`src/rtl/fetch_sequencer_if.sv`:
```
// fetch_sequencer_if: PC-register, instruction-memory and decode-side signals of the fetch sequencer
interface fetch_sequencer_if #(
    parameter int ADDR_W  = 16,
    parameter int INSTR_W = 16
);
    logic               start;
    logic [ADDR_W-1:0]  pc_value;
    logic               pc_reset;
    logic               pc_write_en;
    logic               pc_inc;
    logic [ADDR_W-1:0]  pc_datain;
    logic               mem_req;
    logic [ADDR_W-1:0]  mem_addr;
    logic               mem_ready;
    logic [INSTR_W-1:0] mem_rdata;
    logic [INSTR_W-1:0] ir_out;
    logic               ir_valid;
    logic               ir_ack;
    logic               jump_req;
    logic [ADDR_W-1:0]  jump_addr;
    logic               halt_req;
    logic               busy;
    logic               timeout_err;
    modport master (
        input  start, pc_value, mem_ready, mem_rdata, ir_ack, jump_req, jump_addr, halt_req,
        output pc_reset, pc_write_en, pc_inc, pc_datain, mem_req, mem_addr, ir_out, ir_valid,
               busy, timeout_err
    );
    modport slave (
        output start, pc_value, mem_ready, mem_rdata, ir_ack, jump_req, jump_addr, halt_req,
        input  pc_reset, pc_write_en, pc_inc, pc_datain, mem_req, mem_addr, ir_out, ir_valid,
               busy, timeout_err
    );
endinterface

```
`src/rtl/fetch_sequencer.sv`:
```
// fetch_sequencer: drives PC register strobes, fetches instructions and hands them to decode
module fetch_sequencer #(
    parameter int ADDR_W  = 16,
    parameter int INSTR_W = 16,
    parameter int TIMEOUT = 15
) (
    input logic clk,
    input logic reset,
    fetch_sequencer_if.master bus
);
    localparam logic [2:0] IDLE       = 3'd0;
    localparam logic [2:0] PC_CLR     = 3'd1;
    localparam logic [2:0] FETCH_REQ  = 3'd2;
    localparam logic [2:0] FETCH_WAIT = 3'd3;
    localparam logic [2:0] HOLD       = 3'd4;
    localparam logic [2:0] PC_UPD     = 3'd5;
    localparam logic [2:0] HALTED     = 3'd6;
    localparam logic [2:0] ERROR      = 3'd7;
    localparam logic [7:0] LAST       = 8'(TIMEOUT - 1);
    logic [2:0]         state;
    logic [7:0]         cnt;
    logic [ADDR_W-1:0]  addr_q;
    logic [ADDR_W-1:0]  jaddr_q;
    logic [INSTR_W-1:0] ir_q;
    logic               jmp_q;
    logic               hlt_q;
    logic               err_q;
    always_ff @(posedge clk) begin
        if (reset) begin
            state   <= IDLE;
            cnt     <= '0;
            addr_q  <= '0;
            jaddr_q <= '0;
            ir_q    <= '0;
            jmp_q   <= 1'b0;
            hlt_q   <= 1'b0;
            err_q   <= 1'b0;
        end else begin
            case (state)
                IDLE:      state <= bus.start ? PC_CLR : IDLE;
                PC_CLR:    state <= FETCH_REQ;
                FETCH_REQ: begin
                    addr_q <= bus.pc_value;
                    cnt    <= '0;
                    state  <= FETCH_WAIT;
                end
                // a ready arriving on the last allowed cycle still wins over the timeout
                FETCH_WAIT: begin
                    if (bus.mem_ready) begin
                        ir_q  <= bus.mem_rdata;
                        state <= HOLD;
                    end else if (cnt == LAST) begin
                        err_q <= 1'b1;
                        state <= ERROR;
                    end else begin
                        cnt <= cnt + 8'd1;
                    end
                end
                HOLD: begin
                    if (bus.ir_ack) begin
                        jmp_q <= bus.jump_req;
                        hlt_q <= bus.halt_req;
                        if (bus.jump_req) jaddr_q <= bus.jump_addr;
                        state <= PC_UPD;
                    end
                end
                PC_UPD:  state <= hlt_q ? HALTED : FETCH_REQ;
                default: state <= state;
            endcase
        end
    end
    assign bus.pc_reset    = state == PC_CLR;
    assign bus.pc_write_en = state == PC_UPD && jmp_q;
    assign bus.pc_inc      = state == PC_UPD && !jmp_q;
    assign bus.pc_datain   = jaddr_q;
    assign bus.mem_req     = state == FETCH_REQ || state == FETCH_WAIT;
    assign bus.mem_addr    = state == FETCH_REQ ? bus.pc_value : addr_q;
    assign bus.ir_out      = ir_q;
    assign bus.ir_valid    = state == HOLD;
    assign bus.busy        = !(state == IDLE || state == HALTED || state == ERROR);
    assign bus.timeout_err = err_q;
endmodule

```
`src/flat_wrapper.sv`:
```
// flat-port wrapper written by rule: the top's interface ports become plain ports
module fetch_sequencer_flat 
#(
    parameter int ADDR_W  = 16,
    parameter int INSTR_W = 16,
    parameter int TIMEOUT = 15
)
  (clk, reset, bus_start, bus_pc_value, bus_mem_ready, bus_mem_rdata, bus_ir_ack, bus_jump_req, bus_jump_addr, bus_halt_req, bus_pc_reset, bus_pc_write_en, bus_pc_inc, bus_pc_datain, bus_mem_req, bus_mem_addr, bus_ir_out, bus_ir_valid, bus_busy, bus_timeout_err);
  fetch_sequencer_if #(.ADDR_W(ADDR_W), .INSTR_W(INSTR_W)) bus_i ();
  input logic clk;
  input logic reset;
  input wire logic [$bits(bus_i.start)-1:0] bus_start;
  input wire logic [$bits(bus_i.pc_value)-1:0] bus_pc_value;
  input wire logic [$bits(bus_i.mem_ready)-1:0] bus_mem_ready;
  input wire logic [$bits(bus_i.mem_rdata)-1:0] bus_mem_rdata;
  input wire logic [$bits(bus_i.ir_ack)-1:0] bus_ir_ack;
  input wire logic [$bits(bus_i.jump_req)-1:0] bus_jump_req;
  input wire logic [$bits(bus_i.jump_addr)-1:0] bus_jump_addr;
  input wire logic [$bits(bus_i.halt_req)-1:0] bus_halt_req;
  output wire logic [$bits(bus_i.pc_reset)-1:0] bus_pc_reset;
  output wire logic [$bits(bus_i.pc_write_en)-1:0] bus_pc_write_en;
  output wire logic [$bits(bus_i.pc_inc)-1:0] bus_pc_inc;
  output wire logic [$bits(bus_i.pc_datain)-1:0] bus_pc_datain;
  output wire logic [$bits(bus_i.mem_req)-1:0] bus_mem_req;
  output wire logic [$bits(bus_i.mem_addr)-1:0] bus_mem_addr;
  output wire logic [$bits(bus_i.ir_out)-1:0] bus_ir_out;
  output wire logic [$bits(bus_i.ir_valid)-1:0] bus_ir_valid;
  output wire logic [$bits(bus_i.busy)-1:0] bus_busy;
  output wire logic [$bits(bus_i.timeout_err)-1:0] bus_timeout_err;
  assign bus_i.start = bus_start;
  assign bus_i.pc_value = bus_pc_value;
  assign bus_i.mem_ready = bus_mem_ready;
  assign bus_i.mem_rdata = bus_mem_rdata;
  assign bus_i.ir_ack = bus_ir_ack;
  assign bus_i.jump_req = bus_jump_req;
  assign bus_i.jump_addr = bus_jump_addr;
  assign bus_i.halt_req = bus_halt_req;
  assign bus_pc_reset = bus_i.pc_reset;
  assign bus_pc_write_en = bus_i.pc_write_en;
  assign bus_pc_inc = bus_i.pc_inc;
  assign bus_pc_datain = bus_i.pc_datain;
  assign bus_mem_req = bus_i.mem_req;
  assign bus_mem_addr = bus_i.mem_addr;
  assign bus_ir_out = bus_i.ir_out;
  assign bus_ir_valid = bus_i.ir_valid;
  assign bus_busy = bus_i.busy;
  assign bus_timeout_err = bus_i.timeout_err;
  fetch_sequencer #(.ADDR_W(ADDR_W), .INSTR_W(INSTR_W), .TIMEOUT(TIMEOUT)) u_core (.clk(clk), .reset(reset), .bus(bus_i));
endmodule
```
`config.mk`:
```
export PLATFORM = sky130hd
export DESIGN_NAME = fetch_sequencer_flat
export DESIGN_NICKNAME = d
export VERILOG_FILES = /design/src/rtl/fetch_sequencer_if.sv /design/src/rtl/fetch_sequencer.sv /design/src/flat_wrapper.sv
export SDC_FILE = /design/constraint.sdc
export NUM_CORES = 1
export LEC_CHECK = 0
export BUFFER_PORTS_ARGS = -buffer_cell sky130_fd_sc_hd__buf_2
export CORE_MARGIN = 8
export CORE_UTILIZATION = 43
export CTS_CLUSTER_SIZE = 20
export DETAILED_ROUTE_END_ITERATION = 10
export PLACE_DENSITY_LB_ADDON = 0.2
export SLEW_MARGIN = 20
export SYNTH_ARGS = -nofsm -noshare
export SYNTH_HDL_FRONTEND = slang
export SYNTH_SLANG_ARGS = --single-unit
```
`constraint.sdc`:
```
create_clock -name clk -period 2.2 [get_ports clk]
set_clock_uncertainty 0.2 [all_clocks]
set_input_delay 0.44 -clock clk [delete_from_list [all_inputs] [get_ports clk]]
set_output_delay 0.44 -clock clk [all_outputs]
set_load 0.02 [all_outputs]
```
Word level (Yosys, flattened, before mapping)
Cells that the tools add are included.

word-level totals
  flip-flop bits (word level) = 62
  bits of input ports = 55
  logic and storage cells = 48

cells by class
  equality and inequality tests = 12
  reduce and logical (&&, ||, !) cells = 16
  multiplexer cells = 10
  $add $sub $neg = 1
  bitwise gates (word level) = 1

operator list
  cell                                           count
  case mux 3 bit (6 select lines)                1
  2-to-1 mux 16 bit                              1
  2-to-1 mux 8 bit                               2
  case mux 8 bit (2 select lines)                1
  == test 3 bit, second input constant           4
  2-to-1 mux 3 bit                               4
  AND reduction 3 bit                            4
  adder 8 x 1 -> 8 bit, second input constant    1
  == test 8 x 4 -> 1 bit, second input constant  1
  == test 3 x 2 -> 1 bit, second input constant  2
  != test 2 bit, second input constant           3
  nonzero test 6 bit                             1
  AND reduction 2 bit                            2
  == test 3 x 1 -> 1 bit, second input constant  1
  zero test 3 bit                                1
  logical OR 1 bit                               3
  != test 3 x 2 -> 1 bit, second input constant  1
  logical AND 1 bit                              2
  zero test 1 bit                                2
  nonzero test 2 bit                             1
  2-to-1 mux 1 bit                               1
  NOT 1 bit                                      1

Logic depth before layout (Yosys ltp)
Gate-level depths: netlist of run 1.

  depth in word-level cells = 4
  depth in mapped cells = 6

Least setup slack after synthesis of run 1
Ideal clock, no wire load.

  kind = reg2out
  from = reg u_core.state[1]
  to = out bus_mem_addr[0]
  arrival time = 1.330 ns
  cell stages (with the launch flop) = 4
  slack = 0.230 ns
  data required time = 1.560 ns
  buffers on the path = 1
  path through = dfxtp_1 > nor3b_1 > buf_2 > mux2_2

between the ends
  word-level cells in the longest chain between the ends = 2

ends and longest elaborated chain
  element                 line                   text
  start, declared         fetch_sequencer.sv:20  logic [2:0] state;
  start signal, assigned  fetch_sequencer.sv:40  IDLE: state <= bus.start ? PC_CLR : IDLE;
  start signal, assigned  fetch_sequencer.sv:67  PC_UPD: state <= hlt_q ? HALTED : FETCH_REQ;
  start signal, assigned  fetch_sequencer.sv:68  default: state <= state;
  == test 3 x 2 -> 1 bit  fetch_sequencer.sv:77  assign bus.mem_addr = state == FETCH_REQ ? bus.pc_value : addr_q;
  2-to-1 mux 16 bit       fetch_sequencer.sv:77
  end, declared           flat_wrapper.sv:25     output wire logic [$bits(bus_i.mem_addr)-1:0] bus_mem_addr;

No other way between the ends.

Worst setup path in the final report of run 1
  from = reg u_core.state[1]
  to = out bus_mem_addr[5]

Same word-level chain as after synthesis.

==> flow_metrics.py, run 1 <==
metrics = {
    "min_path": {
        "min-delay-start": "bus_mem_rdata[2]",
        "hold_depth": 3,
        "holdPathEnd": "u_core.bus.ir_out[2]",
        "hold_path.class": "in2reg",
    },
    "layout": {
        "fillCellCount": 516,
        "multiInputGateArea_sq_um": 1290,
        "nets": 464,
        "regArea_sq_um": 1240,
        "diodes": 0,
        "area_growth_syn_to_layout_pct": 42.8,
        "layout-drive-gt1-share": 0.400,
    },
    "synthesis": {
        "synth_area_per_cell_sq_um": 8.78,
        "synth-seq-cells": 62,
        "synthesis.area_sq_um": 2560,
        "synth_seq_area_share": 0.484,
        "ys_warn_count": 0,
        "syn-num-nets": 349,
        "synth_cell_types": 35,
        "synth_cells": 292,
    },
    "critical_path": {
        "crit_path_end_kind": "primary output",
        "r2r_end": "u_core.cnt[7]",
        "worstSetupPathType": "reg2out",
        "worst-path-max-fanout": 5,
        "reg2reg_from": "u_core.state[2]",
        "cp_data_required_time_ps": 1560,
        "reg2reg_depth": 4,
        "cp-start-kind": "flop",
        "ff2ff_setup_slack_ps": 230,
        "crit_arrival_ps": 1610,
    },
    "placement": {
        "dp.final_hpwl_um": 4870,
        "gp_routability_congestion": 0.770,
        "portBuffers": 109,
        "place_ws_ps": 164,
    },
    "drt": {
        "drc": 0,
        "via_per_inst": 5.02,
        "wl_um": 7160,
        "ant_nets": 0,
        "wl_per_cell_um": 14.7,
        "vias": 2444,
        "drt-initial-drc-count": 159,
        "first_pass_iters": 4,
    },
    "die": {
        "ios": 110,
        "die_h_um": 93.2,
        "placementRows": 28,
        "die_x_um": 93.2,
        "dieArea_sq_um": 8690,
        "core_area_sq_um": 5850,
        "initial_core_util": 0.438,
    },
    "status": {
        "violations": "setup timing",
        "status": "finished with violations",
    },
    "sta": {
        "slew_headroom": 0.580,
        "post-route-period-util": 1.02,
        "setup_viol_count_final": 16,
        "hold_viol_final": 0,
        "drv_slew": 0,
        "layout_min_cycle_time_ps": 2250,
        "fmax_mhz": 444,
        "final.setup.worst_slack_ps": -52.3,
        "rsz0062_at_grt": "yes",
        "tightest_slew_ps": 630,
    },
    "job": {
        "cap_violations": 0,
    },
    "grt": {
        "grt_overflow": 0,
        "grt_pass1_wl_um": 11000,
        "antenna_found_initial": 0,
        "grt_pass1_vias": 2339,
        "grt_max_degree": 26,
        "grt_usage": 0.157,
    },
    "cts": {
        "cts_buffer_depth": 2,
        "cts_tree": "yes",
        "path_clk_slew_ps": 70,
        "clock_latency_ps": 330,
        "cts.htree.levels": 3,
        "cts_root_buffer": "clkbuf_8",
        "cts_buffers": 9,
        "cts.sinks": 62,
    },
    "pwr": {
        "leakage_nw": 1.62,
        "powerDensity_nw_per_um2": 693,
        "peakVddDrop_uv": 452,
        "finalPower_mw": 2.54,
    },
}
==> worst max-delay path by stage <==
stage	start	endpoint	slack (ps)	cells after the start
after floorplan	u_core.state[1]	bus_mem_addr[0]	230	3
after global placement	bus_mem_ready	u_core.cnt[7]	190	4
after detailed placement	bus_mem_ready	u_core.cnt[5]	160	4
after CTS	u_core.state[2]	bus_mem_addr[8]	-80	4
after global routing	u_core.state[1]	bus_mem_addr[5]	-100	5
final	u_core.state[1]	bus_mem_addr[5]	-50	5
==> layout by cell type (no fill, tap or decap), types with 3 or more instances in the layout <==
master,count
buf_2,93
dfxtp_1,59
nand2_1,39
a21oi_1,38
nand3_1,23
buf_6,18
mux2_4,16
and2_1,16
o21ai_0,16
buf_4,13
clkbuf_8,10
inv_1,6
nor3_1,5
a211oi_1,5
nor2_1,4
nor2b_1,3
o31ai_1,3
or4_1,3
or3_1,3
mux2i_1,3
clkinv_2,3
dfxtp_2,3
==> per-layer routing <==
layer	part of all wire	wire length, um	track usage	vias to the layer above
met2	0.49	3540	0.256	56
met3	0.068	485	0.0737	7
met1	0.43	3070	0.176	1138
met5	0	0	0	-
li1	-	-	-	1243
met4	0.0095	68	0.0523	0
==> cell usage after synthesis, drive strengths merged <==
master    n  area [sq um]
dfxtp    62          1240
nand2    39           146
a21oi    38           190
nand3    23           115
clkbuf   19          71.3
mux2     17           191
and2     16           100
o21ai    16          80.1
inv       6          22.5
a211oi    5          37.5
nor3      5          25.0
buf       4          18.8
nor2      4          15.0
nor2b     4          25.0
mux2i     3          30.0
nor3b     3          22.5
o31ai     3          22.5
or3       3          18.8
or4       3          22.5
and3      2          12.5
and4b     2          20.0
ha        2          25.0
nor4bb    2          20.0
or3b      2          17.5
a21o      1          7.51
a2bb2oi   1          8.76
a31oi     1          6.26
a41o      1          10.0
nand2b    1          6.26
nand4     1          6.26
nand4b    1          8.76
nand4bb   1          11.3
nor4      1          6.26
==> per-stage QoR <==
step	utilization	cells	hold slack [ps]	setup TNS [ps]	cell area (sq um)
2_1_floorplan	-	292	231	0	2560
3_3_place_gp	0.553	466	239	0	3230
3_5_place_dp	0.553	466	245	0	3230
4_1_cts	0.584	482	128	-1070	3420
5_1_grt	0.625	487	135	-1320	3660
6_report	0.625	487	143	-573	3660
==> power by group <==
| part | total, mW | switching [mW] | leakage [nW] | internal, mW |
|---|---|---|---|---|
| registers | 1.17 | 0.0173 | 0.503 | 1.16 |
| clock network | 0.863 | 0.428 | 0.0861 | 0.434 |
| logic | 0.499 | 0.239 | 1.03 | 0.261 |
| total | 2.54 | 0.684 | 1.62 | 1.85 |
==> area by class of cell <==
class	instances	area share
repair buffers	127	0.228
inverters	6	0.00616
clock inverters	4	0.00616
flip-flops and latches	62	0.340
clock buffers	12	0.0397
well taps	75	0.0256
multi-input cells	201	0.354
==> flip-flops by register name, indices dropped and copies added, names as in the netlist <==
register / cells
u_core.jmp_q: 1
u_core.hlt_q: 1
u_core.bus.ir_out: 16
u_core.cnt: 8
u_core.bus.pc_datain: 16
u_core.state: 3
u_core.bus.timeout_err: 1
u_core.addr_q: 16
==> what timing repair did <==
| item | CTS | global route |
|---|---|---|
| endpoints found under the setup margin | 16 | 19 |
| hold buffers | 0 | 0 |
| pin swaps | 0 | 1 |
| buffers inserted | 0 | 2 |
| resized for setup | 6 | 49 |
| gates cloned | 0 | 3 |
==> critical path, cell delays in order, from the launching register on <==
cell	delay, ps
dfxtp_2	340
nor3b_4	180
buf_6	160
clkbuf_16	160
mux2_4	310
buf_6	130
==> cell families after synthesis <==
group / after synthesis / share of synthesized area
buf+inv: 29 / 0.0439
mux: 20 / 0.0864
simple gates: 113 / 0.234
fa+ha+maj: 2 / 0.00976
flops: 62 / 0.484
compound gates: 66 / 0.142
(Power assumes the default switching activity.)
==> run 2: changes to the inputs <==
Settings changed: BUFFER_PORTS_ARGS -buffer_cell sky130_fd_sc_hd__buf_2 to -buffer_cell sky130_fd_sc_hd__clkbuf_2.
==> flow_metrics.py, run 2 (same netlist as run 1, synthesis figures left out) <==
metrics = {
    "grt": {
        "grt_pass1_vias": 2340,
        "grt_max_degree": 28,
        "grt_overflow": 0,
        "grt_pass1_wl_um": 11500,
        "grt_usage": 0.164,
        "antenna_found_initial": 0,
    },
    "drt": {
        "wl_um": 7150,
        "drt-initial-drc-count": 138,
        "vias": 2462,
        "first_pass_iters": 4,
        "drc": 0,
        "via_per_inst": 5.07,
        "ant_nets": 0,
        "wl_per_cell_um": 14.7,
    },
    "critical_path": {
        "crit_slowest_cell": "mux2_2",
        "r2r_end": "u_core.cnt[5]",
        "path_buf_inv": 3,
        "path_cells": "nor3b_4 > buf_4 > buf_12 > mux2_2 > buf_2",
        "cpPeakStageDelay_ps": 350,
        "cp-start-kind": "flop",
        "critPathTopFamily": "buffers and inverters",
        "cp_num_cells": 5,
        "reg2reg_depth": 4,
        "reg2reg_from": "u_core.state[2]",
        "crit_path_end_kind": "primary output",
        "ff2ff_setup_slack_ps": 190,
        "cp_data_required_time_ps": 1560,
        "crit_path_end": "bus_mem_addr[7]",
        "worst-path-max-fanout": 11,
        "crit_arrival_ps": 1660,
        "worstSetupPathType": "reg2out",
        "critical_path.startpoint": "u_core.state[2]",
    },
    "job": {
        "cap_violations": 0,
    },
    "status": {
        "violations": "setup timing",
        "status": "finished with violations",
    },
    "cts": {
        "cts.sinks": 62,
        "cts_buffers": 9,
        "cts_buffer_depth": 2,
        "cts_root_buffer": "clkbuf_8",
        "clock_latency_ps": 330,
        "cts.htree.levels": 3,
        "cts_hold_buf": 0,
        "cts_tree": "yes",
        "path_clk_slew_ps": 70,
    },
    "sta": {
        "post-route-period-util": 1.05,
        "layout_min_cycle_time_ps": 2300,
        "hold_ws_ps": 122,
        "fmax_mhz": 435,
        "drv_slew": 0,
        "slew_headroom": 0.596,
        "rsz0062_at_grt": "yes",
        "tightest_slew_ps": 606,
        "final.setup.worst_slack_ps": -101,
        "hold_viol_final": 0,
        "setup_viol_count_final": 16,
    },
    "die": {
        "die_x_um": 93.2,
        "ios": 110,
        "initial_core_util": 0.438,
        "core_area_sq_um": 5850,
        "placementRows": 28,
        "die_h_um": 93.2,
        "dieArea_sq_um": 8690,
    },
    "layout": {
        "final_cell_mix": "clkbuf_2 (101), dfxtp_1 (59), nand2_1 (39)",
        "instances_no_fill": 486,
        "area_growth_syn_to_layout_pct": 40.0,
        "diodes": 0,
        "layout-drive-gt1-share": 0.404,
        "final_common_cell": "clkbuf_2",
        "nets": 463,
    },
    "pwr": {
        "power.switching_uw": 700,
        "switching_share": 0.263,
        "p_int_mw": 1.96,
        "power.share.clock": 0.390,
        "p_comb_frac": 0.169,
        "peakVddDrop_uv": 470,
        "leakage_nw": 1.57,
        "powerDensity_nw_per_um2": 741,
        "p_seq_frac": 0.441,
    },
    "placement": {
        "portBuffers": 109,
        "dp.final_hpwl_um": 4990,
        "gp_routability_congestion": 0.776,
        "dp_cells": 466,
    },
    "min_path": {
        "hold_path.class": "in2reg",
    },
}
## run 2: cell types whose count changed in the layout (fill, tap and decap cells not counted), moves of 9 or more
cell      before  now
buf_2         93    1
buf_6         18    5
clkbuf_2       0  101
mux2_2         1   10
mux2_4        16    7
## run 2: routing by layer
metal	share of wire	wire length (um)	GRT usage
met2	0.49	3540	0.262
met5	0	0	0
met1	0.42	3000	0.191
met3	0.075	539	0.0593
met4	0.010	74	0.0765
## run 2: repair_timing
action	CTS	global route
endpoints found under the setup margin	16	19
pin swaps	1	0
cloned	1	0
gates resized for setup	9	27
buffers inserted	3	0
hold endpoints to repair	0	0
## run 2: metrics by stage
stage	setup WS, ps	util	TNS [ps]	total power [mW]	cell area [sq um]
floorplan	230	-	0	1.43	2560
global placement	201	0.553	0	1.57	3230
detailed placement	166	0.553	0	1.58	3230
CTS	-92.4	0.602	-1390	2.65	3520
global route	-153	0.613	-1940	2.77	3590
finish	-101	0.613	-1120	2.66	3590
## run 2: final cells by class
type,instances,area [sq um]
Clock buffer,11,151
Clock inverter,5,57.6
Fill cell,529,2260
Inverter,6,22.5
Multi-Input combinational cell,201,1260
Sequential cell,62,1240
Tap cell,75,93.8
Timing Repair Buffer,126,757
## run 2: how the worst min path moves through the flow
stage / start / endpoint / slack (ps) / cells after the start
after CTS: bus_mem_rdata[7] / u_core.bus.ir_out[7] / 100 / 3
after global placement: u_core.hlt_q / u_core.hlt_q / 240 / 2
after floorplan: u_core.hlt_q / u_core.hlt_q / 230 / 2
after detailed placement: u_core.bus.ir_out[7] / u_core.bus.ir_out[7] / 250 / 2
final: bus_mem_rdata[9] / u_core.bus.ir_out[9] / 120 / 3
after global routing: bus_mem_rdata[15] / u_core.bus.ir_out[15] / 120 / 3
## run 2: power groups by stage
stage | clock, mW | sequential [mW] | combinational, mW
final | 1.04 | 1.17 | 0.449
after global routing | 1.11 | 1.18 | 0.486
after CTS | 1.06 | 1.17 | 0.417
after detailed placement | 0 | 1.20 | 0.383
after global placement | 0 | 1.20 | 0.378
after floorplan | 0 | 1.20 | 0.224
## run 2: worst register-to-register path, stage by stage, from the launching register on
cell and delay, ps:
dfxtp_2 340, buf_4 150, or3b_1 530, or4_1 550, a21oi_1 150
